===== config.mk =====
export PLATFORM = sky130hd
export DESIGN_NAME = tdm4_mux_tx
export DESIGN_NICKNAME = d
export VERILOG_FILES = /design/src/rtl/tdm4_pkg.sv /design/src/rtl/tdm4_chan_buf.sv /design/src/rtl/tdm4_mux_tx.sv
export SDC_FILE = /design/constraint.sdc
export NUM_CORES = 1
export LEC_CHECK = 0
export CELL_PAD_IN_SITES_DETAIL_PLACEMENT = 1
export CELL_PAD_IN_SITES_GLOBAL_PLACEMENT = 2
export CORE_MARGIN = 1
export CORE_UTILIZATION = 32
export CTS_CLUSTER_SIZE = 14
export DETAILED_ROUTE_END_ITERATION = 10
export PLACE_DENSITY = 0.76
export SETUP_SLACK_MARGIN = 0.3
export SYNTH_ARGS = -nofsm -noshare
export SYNTH_HDL_FRONTEND = slang
export SYNTH_SLANG_ARGS = --single-unit
export TNS_END_PERCENT = 1

===== constraint.sdc =====
create_clock -name clk -period 2.15 [get_ports clk]
set_clock_uncertainty 0.1 [all_clocks]
set_input_delay 0.3225 -clock clk [delete_from_list [all_inputs] [get_ports clk]]
set_output_delay 0.3225 -clock clk [all_outputs]
set_load 0.05 [all_outputs]

===== src/rtl/tdm4_pkg.sv =====
// tdm4_pkg: shared types and slot-search helper for the four-channel TDM transmitter
package tdm4_pkg;
    localparam int NUM_CH = 4;
    typedef logic [1:0] slot_t;
    typedef enum logic [1:0] {IDLE, RUN, STOP} state_t;
    // returns {found, channel}: first full channel at or after start, round-robin
    function automatic logic [2:0] next_full(input logic [NUM_CH-1:0] full, input slot_t start);
        logic [2:0] r;
        slot_t idx;
        r = '0;
        for (int k = NUM_CH - 1; k >= 0; k--) begin
            idx = start + slot_t'(k);
            if (full[idx]) r = {1'b1, idx};
        end
        return r;
    endfunction
endpackage


===== src/rtl/tdm4_chan_buf.sv =====
// tdm4_chan_buf: one-entry per-channel holding register with full flag and ready
module tdm4_chan_buf #(
    parameter int WIDTH = 8
) (
    input  logic             clk,
    input  logic             rst_n,
    input  logic [WIDTH-1:0] in_data,
    input  logic             in_valid,
    input  logic             drain,
    output logic             in_ready,
    output logic [WIDTH-1:0] hold,
    output logic             full
);
    assign in_ready = ~full;
    // a capture into an empty register wins over a drain of that same (empty) slot
    always_ff @(posedge clk or negedge rst_n) begin
        if (!rst_n) begin
            full <= 1'b0;
            hold <= '0;
        end else if (in_valid && !full) begin
            full <= 1'b1;
            hold <= in_data;
        end else if (drain) begin
            full <= 1'b0;
        end
    end
endmodule


===== src/rtl/tdm4_mux_tx.sv =====
// tdm4_mux_tx: four-channel round-robin TDM slot transmitter; TDM4_SKIP_EMPTY_EN skips empty slots
module tdm4_mux_tx
    import tdm4_pkg::*;
#(
    parameter int WIDTH = 8
) (
    input  logic                    clk,
    input  logic                    rst_n,
    input  logic                    en,
    input  logic [NUM_CH*WIDTH-1:0] in_data,
    input  logic [NUM_CH-1:0]       in_valid,
    output logic [NUM_CH-1:0]       in_ready,
    output logic [WIDTH-1:0]        out_data,
    output logic [1:0]              out_slot,
    output logic                    out_full,
    output logic                    out_frame,
    output logic                    out_valid,
    input  logic                    out_ready
);
    state_t state, state_d;
    logic [NUM_CH-1:0] full, drain;
    logic [WIDTH-1:0] hold [NUM_CH];
    slot_t ls;
    logic load, done, hs;

    for (genvar i = 0; i < NUM_CH; i++) begin : g_ch
        tdm4_chan_buf #(.WIDTH(WIDTH)) u_buf (
            .clk      (clk),
            .rst_n    (rst_n),
            .in_data  (in_data[i*WIDTH +: WIDTH]),
            .in_valid (in_valid[i]),
            .drain    (drain[i]),
            .in_ready (in_ready[i]),
            .hold     (hold[i]),
            .full     (full[i])
        );
    end

    assign hs = out_valid & out_ready;
`ifdef TDM4_SKIP_EMPTY_EN
    logic found;
    assign {found, ls} = next_full(full, state == IDLE ? 2'd0 : out_slot + 2'd1);
    assign done = ~en & (hs | ~out_valid);
    assign load = (state == IDLE ? en : (hs | ~out_valid)) & found & ~done;
`else
    assign ls = state == IDLE ? 2'd0 : out_slot + 2'd1;
    // a stop request only ends the run once the whole frame has gone out
    assign done = ~en & hs & (out_slot == 2'd3);
    assign load = state == IDLE ? en : hs & ~done;
`endif
    assign drain = {NUM_CH{load}} & (NUM_CH'(1) << ls);

    always_ff @(posedge clk or negedge rst_n) begin
        if (!rst_n) state <= IDLE;
        else state <= state_d;
    end

    always_comb begin
        state_d = state;
        state_d = state == IDLE ? (en ? RUN : IDLE) : done ? IDLE : en ? RUN : STOP;
    end

    always_ff @(posedge clk or negedge rst_n) begin
        if (!rst_n) begin
            out_valid <= 1'b0;
            out_data  <= '0;
            out_slot  <= '0;
            out_full  <= 1'b0;
            out_frame <= 1'b0;
        end else begin
            out_valid <= load | (out_valid & ~out_ready);
            if (load) begin
                out_slot  <= ls;
                out_full  <= full[ls];
                out_data  <= full[ls] ? hold[ls] : '0;
                out_frame <= ls == 2'd0;
            end
        end
    end
endmodule


==> results of run 1 <==
routing by layer:
layer	GRT usage (%)	vias up	wire, um
li1	-	826	-
met1	21.8	828	2770
met2	25.5	34	2610
met3	2.77	4	157
met4	5.19	0	78
met5	0	-	0
repair_timing:
item | CTS | global route
setup endpoints to repair | 24 | 23
endpoints found under the hold margin | 18 | 0
gates resized for setup | 1 | 1
hold buffers | 1 | 0
worst min-delay path, stage by stage, from the launching register on:
cell	delay (ns)
sky130_fd_sc_hd__dfrtp_1	0.36
sky130_fd_sc_hd__nand2_1	0.05
sky130_fd_sc_hd__o21ai_0	0.06
cell families (layout without fill, tap and decap cells):
family / Yosys count / in the layout / share of synthesized area (%)
AO/OA/AOI/OAI: 47 / 47 / 17.1
adder cells (fa/ha/maj): 1 / 1 / 0.514
buffers and inverters: 30 / 88 / 6.52
flip-flops: 51 / 51 / 52.4
multiplexers: 33 / 33 / 15.3
AND/OR/NAND/NOR: 42 / 42 / 8.27
layout make-up:
type | instances | area (um2) | share of cell area, %
clock inverter | 3 | 46.3 | 1.44
multi-input combinational | 123 | 1010 | 31.4
inverter | 14 | 52.6 | 1.63
tap | 99 | 124 | 3.84
timing repair buffer | 66 | 642 | 19.9
clock buffer | 5 | 68.8 | 2.13
sequential | 51 | 1280 | 39.6
cell usage in the layout, fill, tap and decap left out, types with 3 or more instances in the layout:
cell                              instances
sky130_fd_sc_hd__buf_4                   10
sky130_fd_sc_hd__a31oi_1                  3
sky130_fd_sc_hd__mux2_2                  33
sky130_fd_sc_hd__o41ai_2                  8
sky130_fd_sc_hd__nor2_1                  14
sky130_fd_sc_hd__inv_1                   14
sky130_fd_sc_hd__clkbuf_8                 5
sky130_fd_sc_hd__a2bb2oi_1                8
sky130_fd_sc_hd__o22ai_1                  8
sky130_fd_sc_hd__nor2b_1                  4
sky130_fd_sc_hd__nand2_1                 18
sky130_fd_sc_hd__dfrtp_1                 49
sky130_fd_sc_hd__clkdlybuf4s50_1         51
sky130_fd_sc_hd__o21ai_0                 12
power breakdown:
group,switching [W],leakage [nW],total [W],internal [W]
Clock,0.000330,0.0548,0.000681,0.000351
Combinational,0.00134,0.730,0.00240,0.00107
Sequential,0.000281,0.611,0.00168,0.00140
path summary, 6_finish.rpt:
check | cells past startpoint | startpoint | slack (ns) | endpoint
max | 2 | g_ch[1].u_buf.full | 0.15 | in_ready[1]
min | 2 | out_frame | 0.40 | out_frame
max reg2reg | 5 | out_slot[1] | 0.20 | out_full
min reg2reg | 2 | out_frame | 0.40 | out_frame
max in group asynchronous | 3 | rst_n | 1.00 | out_data[7]
min in group asynchronous | 2 | rst_n | 0.41 | g_ch[1].u_buf.hold[3]
sequential cells by signal (all words and copies together) (netlist names):
signal,flops
out_frame,1
g_ch.u_buf.full,4
out_slot,2
state,2
g_ch.u_buf.hold,32
out_full,1
out_valid,1
out_data,8
metrics by stage:
stage               hold slack, ns  setup slack [ns]  cell area, um2  instances  power (W)
floorplan                  -0.0731             0.286            2450        204    0.00345
global placement             0.203             0.257            3100        352    0.00410
detailed placement           0.210             0.180            3100        352    0.00416
CTS                          0.407             0.111            3220        361    0.00484
global route                 0.418            0.0876            3230        361    0.00510
finish                       0.399             0.152            3230        361    0.00477
==> results.md, run 1 <==
- The number of enable-type register cells in the synthesized netlist is 0.
- The number of nets in the synthesized netlist is 245.
- The total power density per cell area is between 1000 and 1500 nW/um2.
- The number of global-route vias before repair is 1786.
- The total of warnings raised by yosys is 0.
- The instance count of the mapped netlist is about 200.
- The number of buffer and inverter stages on the critical path is 2.
- The global-route usage over all layers is between 15 and 20%.
- The number of endpoints with negative hold slack in the final report came to 0.
- The post-route minimum period is between 1.5 and 2 ns.
- The accumulated negative setup slack is 0 ns.
- The tool flagged a number of max-cap violations equal to 0.
- The number of different library cells in the post-synthesis netlist is 30.
- The worst pin sits at a relative slew slack of ~64%.
- STA classifies the critical path endpoint as an output port.
- Of the synthesized area, sequential elements account for between 50% and 60%.
- In this run the vertical extent of the chip is around 89 um.
- The leakage power total is 1.40 nW.
- The via count is between 1500 and 2000.
- In this run the worst path has a maximum fanout of 4.
- The post-CTS repair timing setup buffer count is 0.
- At the pin with the least slew margin, the transition time is ~0.54 ns.
- At the end of the flow, the number of nets in the layout was between 300 and 400.
- The number of flip-flops and latches in the synthesized netlist is 51.
- In this run the core area contains 31 standard-cell rows.
- The run finished with clean final reports.
- The signal on the critical path passes through inv_1, clkdlybuf4s50_1.
- 57 I/O pins were placed.
- The kind of critical path is register to output port.
- Setup violations remaining at the end of the flow were counted as 0.
- The root cell of the clock tree is sky130_fd_sc_hd__clkbuf_8.
- Sorting the synthesized cells by how often they occur yields sky130_fd_sc_hd__dfrtp_1 (51), sky130_fd_sc_hd__mux2_2 (33), sky130_fd_sc_hd__nand2_1 (18).
- The peak per-stage delay on the critical path is ~0.79 ns.
- After synthesis, the cell types taking the most area are sky130_fd_sc_hd__dfrtp_1 (52%), sky130_fd_sc_hd__mux2_2 (15%), sky130_fd_sc_hd__o41ai_2 (5.3%).
- The proportion of layout cells with a drive suffix above 1 is 27.5%.
- Across the VDD grid, the largest voltage drop is about 0.37 mV.
- The clock net in this run drives a total of 51 sinks.
- The filler cells instantiated in the layout total between 800 and 900.
- At the later pin of the worst-skew pair, clock insertion delay measures about 0.30 ns.
- The worst hold path class is register to register.
- The deepest clock path buffer count is 2.
- In this run, the number of DRC markers left after iteration 0 of detailed routing was between 50 and 60.
- In the finished design, the share of the clock period the worst path needs comes to between 90% and 100%.
- The final global-route overflow total is 0.
- Setup repair after global routing could not meet its margin everywhere.
- The largest area contributor in the synthesized netlist is sky130_fd_sc_hd__dfrtp_1.
- On the critical path, the stage with the largest delay is an instance of sky130_fd_sc_hd__clkdlybuf4s50_1.
- Clock-pin slew was measured on the worst setup and hold paths at 0.10 ns.
- Summed over all layers, the routed wires come to roughly 5600 um.
- The clock tree from TritonCTS is built.
- The TritonCTS buffer count is 5.
- The detail-routed via count per cell is between 4 and 5.
- The first detailed-routing pass took 4 iterations.
- The die covers approximately 8000 um2.
- The post-DP HPWL is roughly 4300 um.
- The number of remaining DRC errors is 0.
- The number of diodes added for antenna fixing is 0.
- The number of port buffers is 56.
- The H-tree level count is 2.
- The fmax is about 500 MHz.
- The cell class contributing the biggest share of worst-path delay is buffers and inverters.
- The count of pins over their slew limit is 0.
- In the synthesized netlist the dominant register cell turns out to be sky130_fd_sc_hd__dfrtp_1.
- After detailed routing, the average wire length per cell comes to ~16 um.
- The core footprint is roughly 7300 um2.
- In this run the biggest area consumer among cell types represents around 52% of the synthesized area.
- The initial cell density of the core is ~33%.
- The arrival time reported for the critical path endpoint is about 1.6 ns.
- The synthesized area is between 2000 and 2500 um2.
- Routability-driven placement finished with a final weighted congestion of 0.754.
- The floorplan step set the die width to about 90 um.
- The post-layout utilization of the core is between 40% and 50%.
- The per-instance average area after synthesis is approximately 12 um2.
- By instance count, the leading cell after synthesis is sky130_fd_sc_hd__dfrtp_1.
- The first-pass GRT wire length is between 9000 and 10000 um.
- The critical path data required time is approximately 1.7 ns.
- The initial antenna violation count is 0.
- For this run, asynchronously set or reset flops after synthesis account for between 90% and 100%.
- Once detail routing completed, the nets flagged for antenna violations numbered 0.
- From synthesis to final layout, the design area changed by 32.4%.
- The largest net degree at the start of global routing is 34.
- STA classifies the critical path startpoint as a register.
Power figures use the tool's default switching activity.
==> run 2, diff against run 1 <==
Settings changed: CTS_CLUSTER_DIAMETER set to 80.
==> results of run 2 <==
No change in the layout: final DEF, timing and power equal those of run 1.
